### src/rtl/ddr_read_responder.sv
// ddr_read_responder
//   Circular read-data buffer that sits in front of a matrix unit's DDR read
//   port. The host preloads words through a ready/valid push interface. The
//   matrix unit pulls words with ddr_r_en_i and sees each word one cycle
//   later on ddr_r_data_o, qualified by ddr_r_valid_o.
//
// Parameters
//   ddr_data_t : type of one DDR read word
//   DataW      : word width, defaults to the width of ddr_data_t
//   Depth      : number of buffered words; must be a power of two, >= 2
//
// Ports
//   clk_i         : clock; all state changes on the rising edge
//   rst_ni        : synchronous active-low reset
//   clear_i       : synchronous flush of the buffer and status
//   host_valid_i  : host offers host_data_i for loading
//   host_data_i   : word offered by the host
//   host_ready_o  : buffer has room this cycle
//   ddr_r_en_i    : read request from the DDR read port
//   ddr_r_data_o  : registered read data (holds when no word is popped)
//   ddr_r_valid_o : ddr_r_data_o carries the word popped last cycle
//   underflow_o   : sticky; a request arrived while the buffer was empty
//   level_o       : number of words currently buffered (0..Depth)
module ddr_read_responder #(
    parameter type ddr_data_t = logic [31:0],
    parameter int  DataW      = $bits(ddr_data_t),
    parameter int  Depth      = 16
) (
    input  logic                       clk_i,
    input  logic                       rst_ni,
    input  logic                       clear_i,
    input  logic                       host_valid_i,
    input  logic [DataW-1:0]           host_data_i,
    output logic                       host_ready_o,
    input  logic                       ddr_r_en_i,
    output logic [DataW-1:0]           ddr_r_data_o,
    output logic                       ddr_r_valid_o,
    output logic                       underflow_o,
    output logic [$clog2(Depth+1)-1:0] level_o
);

    localparam int PtrW = $clog2(Depth);
    localparam int LvlW = $clog2(Depth + 1);

    logic [DataW-1:0] mem [Depth];
    logic [PtrW-1:0]  wr_ptr;
    logic [PtrW-1:0]  rd_ptr;
    logic [LvlW-1:0]  count;

    logic push;
    logic pop;
    logic empty;

    // Ready and pop eligibility depend on registered occupancy only, so a
    // word written this cycle cannot be read until the next one.
    assign empty        = (count == '0);
    assign host_ready_o = (count < LvlW'(Depth));
    assign push         = host_valid_i && host_ready_o;
    assign pop          = ddr_r_en_i && !empty;
    assign level_o      = count;

    // Storage carries no reset; a write is suppressed only when reset or
    // clear would discard it anyway.
    always_ff @(posedge clk_i) begin
        if (push && rst_ni && !clear_i) begin
            mem[wr_ptr] <= host_data_i;
        end
    end

    always_ff @(posedge clk_i) begin
        if (!rst_ni) begin
            wr_ptr        <= '0;
            rd_ptr        <= '0;
            count         <= '0;
            ddr_r_valid_o <= 1'b0;
            underflow_o   <= 1'b0;
            ddr_r_data_o  <= '0;
        end else if (clear_i) begin
            // Flush overrides any same-cycle push or pop; read data holds.
            wr_ptr        <= '0;
            rd_ptr        <= '0;
            count         <= '0;
            ddr_r_valid_o <= 1'b0;
            underflow_o   <= 1'b0;
        end else begin
            if (push) begin
                wr_ptr <= wr_ptr + PtrW'(1);
            end
            if (pop) begin
                ddr_r_data_o <= mem[rd_ptr];
                rd_ptr       <= rd_ptr + PtrW'(1);
            end
            ddr_r_valid_o <= pop;
            if (ddr_r_en_i && empty) begin
                underflow_o <= 1'b1;
            end
            case ({push, pop})
                2'b10:   count <= count + LvlW'(1);
                2'b01:   count <= count - LvlW'(1);
                default: count <= count;
            endcase
        end
    end

endmodule
### config.mk
export PLATFORM = sky130hd
export DESIGN_NAME = ddr_read_responder
export DESIGN_NICKNAME = d
export VERILOG_FILES = /design/src/rtl/ddr_read_responder.sv
export SDC_FILE = /design/constraint.sdc
export NUM_CORES = 1
export LEC_CHECK = 0
export ABC_CLOCK_PERIOD_IN_PS = 5000
export BUFFER_PORTS_ARGS = -buffer_cell sky130_fd_sc_hd__buf_2
export CAP_MARGIN = 20
export CORE_MARGIN = 1.5
export CORE_UTILIZATION = 61
export DETAILED_ROUTE_END_ITERATION = 7
export PLACE_DENSITY_LB_ADDON = 0.08
export SLEW_MARGIN = 25
export SYNTH_ARGS = -nofsm -noshare
export SYNTH_HDL_FRONTEND = slang
export SYNTH_SLANG_ARGS = --single-unit
### constraint.sdc
create_clock -name clk_i -period 5 [get_ports clk_i]
set_input_delay 0.25 -clock clk_i [delete_from_list [all_inputs] [get_ports clk_i]]
set_output_delay 0.25 -clock clk_i [all_outputs]
set_load 0.1 [all_outputs]
# Word level (Yosys, flattened, before mapping)
# Memory sizes are Yosys's and may differ from the RTL's. A register that Yosys moved wholly into a read port is not among the register bits.
# Index checks and enable logic that the tools add are counted.
[word_totals] register_bits=15 mem_bits_rw=512 inputBits=37 out_inout_bits=40 elab_cells=30 mem_count=1
[memory_table] name="mem" words=16 word_bits=32 rd=1 rd_clocked_by_memory_dff=1 wr=1 line_no="45" source="logic [DataW-1:0] mem [Depth];"
[op_classes] n_addsub=4 order_cmp=1 n_eq_ne=2 mux=3 bitwise_logic=2 reduce_logical=12
[op_table] op="5-bit case mux with 2 select lines" n=1
[op_table] op="4-bit by 1-bit adder with 4-bit output, second input constant" n=2
[op_table] op="5-bit by 1-bit adder with 5-bit output, second input constant" n=1
[op_table] op="1-bit logical AND" n=5
[op_table] op="5-bit zero test" n=1
[op_table] op="5-bit less-than comparator, second input constant" n=1
[op_table] op="5-bit by 1-bit subtractor with 5-bit output, second input constant" n=1
[op_table] op="1-bit zero test" n=3
[op_table] op="2-bit by 1-bit equality test with 1-bit output, second input constant" n=1
[op_table] op="2-bit equality test, second input constant" n=1
[op_table] op="1-bit two-way mux" n=2
[op_table] op="1-bit inverter" n=2
[op_table] op="2-bit AND reduction" n=1
[op_table] op="2-bit nonzero test" n=1
[op_table] op="2-bit OR reduction" n=1

# Logic depth before layout (Yosys ltp)
[logic_depth] word_depth=6 depth_mapped=12 mapped_depth_nobuf=11

# Least setup slack after synthesis
# No wires, ideal clock.
[synth_timing] path_kind="reg2reg" start="register count[1], in the netlist level_o[1]" end="register count[4], in the netlist level_o[4]" setup_time_ns=0.118 t_arrival_ns=3.257 required_time_ns=4.882 path_slack_ns=1.625 path_stages_with_launch=13 n_path_buf=1 synth_period_minus_slack_ns=3.375 cell_sequence="dfxtp_1 > buf_6 > or4_4 > o21ai_4 > inv_2 > ha_1 > xor2_1 > ha_1 > a211o_2 > a211o_1 > a31oi_1 > xnor2_1 > nor2_1"
[synth_via] elab_chain_len=5 elab_cells_between_ends=11 classes_between="2 x add/sub; 1 x order compare; 2 x eq/ne; 1 x mux; 5 x reduce/logical"
[synth_rtl] item="start: declaration" line_no="48" source="logic [LvlW-1:0] count;"
[synth_rtl] item="start signal: assignment" line_no="98" source="2'b10: count <= count + LvlW'(1);"
[synth_rtl] item="start signal: assignment" line_no="99" source="2'b01: count <= count - LvlW'(1);"
[synth_rtl] item="start signal: assignment" line_no="100" source="default: count <= count;"
[synth_rtl] item="5-bit zero test *" line_no="56" source="assign empty = (count == '0);"
[synth_rtl] item="1-bit zero test *" line_no="59" source="assign pop = ddr_r_en_i && !empty;"
[synth_rtl] item="1-bit logical AND *" line_no="59"
[synth_rtl] item="net pop" line_no="51" source="logic pop;"
[synth_rtl] item="2-bit by 1-bit equality test with 1-bit output or 2-bit equality test (tied branches)" line_no="97" source="case ({push, pop})"
[synth_rtl] item="5-bit case mux with 2 select lines or 2-bit nonzero test (tied branches)"
# Mark *: on every way through the listed nets, which the timed path passes. The rest lies on a longest branch.
# A chain may end at the register's enable or synchronous reset.

# Worst setup path after layout
# Ends and elaborated chain as after synthesis.

==> metrics.csv <==
metric;value;unit
antenna_cells;0;
final_max_slew_viol_count;0;
fin_area;24200;um2
cts_tree;yes;
n_fill_cell;2107;
synth_area_leaders;edfxtp_1 (71%), mux4_2 (10%), dfxtp_1 (4.4%), mux4_1 (3.8%), mux2i_1 (3.0%);
ant_nets;0;
cp_max_fo;9;
rsz0062_at_grt;no;
crit_family;compound AO/OA/AOI/OAI gates;
max_freq;329;MHz
place_area;22600;um2
drc;0;
worst_pin_slew;952;ps
crit_path_cell_trace;or4_4, o21ai_4, inv_2, ha_1, xor2_1, ha_1, a211o_2, a211o_1, a31oi_1, xnor2_1, nor2_1;
die_area;36500;um2
cts.clk_slew.worst_paths;60;ps
antenna_found_initial;0;
grt_pass1_vias;9952;
cts_buffers;55;
seq_area;16300;um2
synth_area;21600;um2
crit_cells;11;
insertion_delay;590;ps
syn2layout_area_growth;12.2;%
cpPeakStageDelay;580;ps
portBuffers;76;
synth.avg_cell_area;22.3;um2
busiest_layer;met2;
hold_class;input port to flop;
gp_congestion;0.756;
p_seq_share;55.7;%
syn_inst;966;
die_h;191;um
num_rows;68;
grt_usage;24.8;%
die_w;191;um
min_period_over_period;60.7;%
cp-endpoint;level_o[4];
ys_warn_count;0;
reg2reg_slack;1960;ps
leakagePower;7.55;nW
crit_top_cell;ha_1;
drv_cap;0;
synth_ff_type;edfxtp_1;
drt_iter0_drc;751;
p_sw;1.89;mW
cts_setup_buffers;0;
avgRoutedWirePerCell;27.5;um
finalSetupViolations;0;
worst_r2r_endpoint;level_o[4];
htree_levels;2;
cts_hold_buf;1;
initial_core_util;62.2;%
cp.arrival;3500;ps
yosysMostFrequentCell;edfxtp_1;
slowest_stage;or4_4;
synth_enable_flop_cells;512;
max_slew_margin;36.4;%
critPathLaunchType;flop;
cp_num_buf_inv;1;
seq_area_frac_synth;75.6;%
syn_nets;1012;
grt_pass1_wl;64600;um
critPathRequiredTime;5470;ps
met1_usage;37.4;%
cts_resized;0;
synth_top_area_share;71.2;%
met2_usage;38.1;%
vias_per_cell;6.25;
drive_above_1_share;30.0;%
synth_seq_cells;559;
multi_input_area;4980;um2
p_per_area;380;nW/um2
cts-root-buf;clkbuf_16;
synth_cell_types;44;
gr-usage-met3;4.70;%
yosysTopAreaCell;edfxtp_1;
outcome;finished, final reports clean;
nNetsFinal;1121;
peakVddDrop;0.281;mV
combPwrFrac;3.3;%
async_flop_share;0;%
swShare;20.5;%
clock_skew;19.3;ps
crit_path_end_kind;flop;
tns;0;ps
drtPass1Iterations;6;
p_int;7.32;mW
num_vias;9831;
reg2regPathDepth;11;
dpl.hpwl;24700;um
reg2reg_from;level_o[1];
pwr-share-clk;41.0;%
overflow;0;
crit_type;flop to flop;
grt_max_degree;55;
wl;43200;um
cp-startpoint;level_o[1];
netlist_top_cells_count;edfxtp_1 (512), mux4_2 (97), mux2i_1 (65);
io_pins;77;
period_needed;3040;ps
cts_sinks;559;
clock_path_buffers;3;
core_area;34700;um2
finalHoldViolCount;0;
==> registers in the layout, summed over array words and instances (netlist names) <==
signal,count
rd_ptr,4
mem,512
wr_ptr,4
ddr_r_data_o,32
ddr_r_valid_o,1
underflow_o,1
level_o,5
==> placed cells by master (no fill, tap or decap), types with 4 or more instances in the layout <==
cell       count
clkbuf_1      16
inv_1          5
ha_1           9
xor2_1         6
nand2_1       37
a21oi_1        6
nor2_1        15
buf_2         76
clkinv_1      12
nand2_2        4
mux2i_1       65
o221ai_2      32
dfxtp_1       44
buf_16         4
edfxtp_1     512
nor2_4        16
clkinv_2       9
clkbuf_16     55
mux4_1        31
mux4_2        97
buf_4         20
xnor2_1        4
==> cell families (layout without fill, tap and decap cells) <==
family	after synthesis	in the layout	synth area share, %
simple gates	90	90	1.87
xor+xnor	10	10	0.406
flops	559	559	75.6
fa+ha+maj	9	9	0.522
buf+inv	57	209	1.90
compound gates	48	48	2.81
mux	193	193	16.9
==> cell type report <==
cell class	instances	area share [%]
timing repair buffer	103	2.85
inverter	6	0.0930
tap	455	2.35
sequential	559	67.4
clock buffer	74	6.10
clock inverter	26	0.635
multi-input combinational	350	20.6
==> worst register-to-register path: stages (launching register included) <==
cell and delay, ps:
dfxtp_1 390, or4_4 580, o21ai_4 210, inv_2 100
ha_1 280, xor2_1 170, ha_1 230, a211o_2 310
a211o_1 280, a31oi_1 170, xnor2_1 140, nor2_1 50
==> power groups by stage <==
stage | clock network [mW] | registers [mW] | logic, mW
finish | 3.77 | 5.13 | 0.301
global route | 4.02 | 5.13 | 0.321
CTS | 3.84 | 5.13 | 0.303
detailed placement | 0 | 5.23 | 0.302
global placement | 0 | 5.23 | 0.294
floorplan | 0 | 5.29 | 0.130
==> layer usage <==
layer	vias up	part of all wire, %
met5	-	0
met4	0	2.0
met3	68	6.1
met2	304	48
met1	5179	44
li1	4280	-
==> how the worst min path moves through the flow <==
| stage | to | cells past startpoint | start | slack [ps] |
|---|---|---|---|---|
| 2_1_floorplan | mem[0][0] | 0 | host_data_i[0] | 350 |
| 3_3_place_gp | ddr_r_data_o[17] | 2 | ddr_r_data_o[17] | 440 |
| 3_5_place_dp | ddr_r_data_o[17] | 2 | ddr_r_data_o[17] | 450 |
| 4_1_cts | mem[11][2] | 1 | host_data_i[2] | 5 |
| 5_1_grt | mem[9][2] | 1 | host_data_i[2] | 20 |
| 6_report | mem[11][2] | 1 | host_data_i[2] | 40 |
==> metrics by stage <==
stage	setup WS (ps)	std cells	total power [mW]	util [%]	hold WS [ps]
final	1960	1573	9.21	69.8	37.1
after global routing	1770	1573	9.47	69.8	20.6
after CTS	1960	1573	9.27	69.8	4.64
after detailed placement	1990	1472	5.53	65.0	448
after global placement	2000	1468	5.52	64.7	442
after floorplan	1630	966	5.42	-	349
Power figures use the tool's default switching activity.
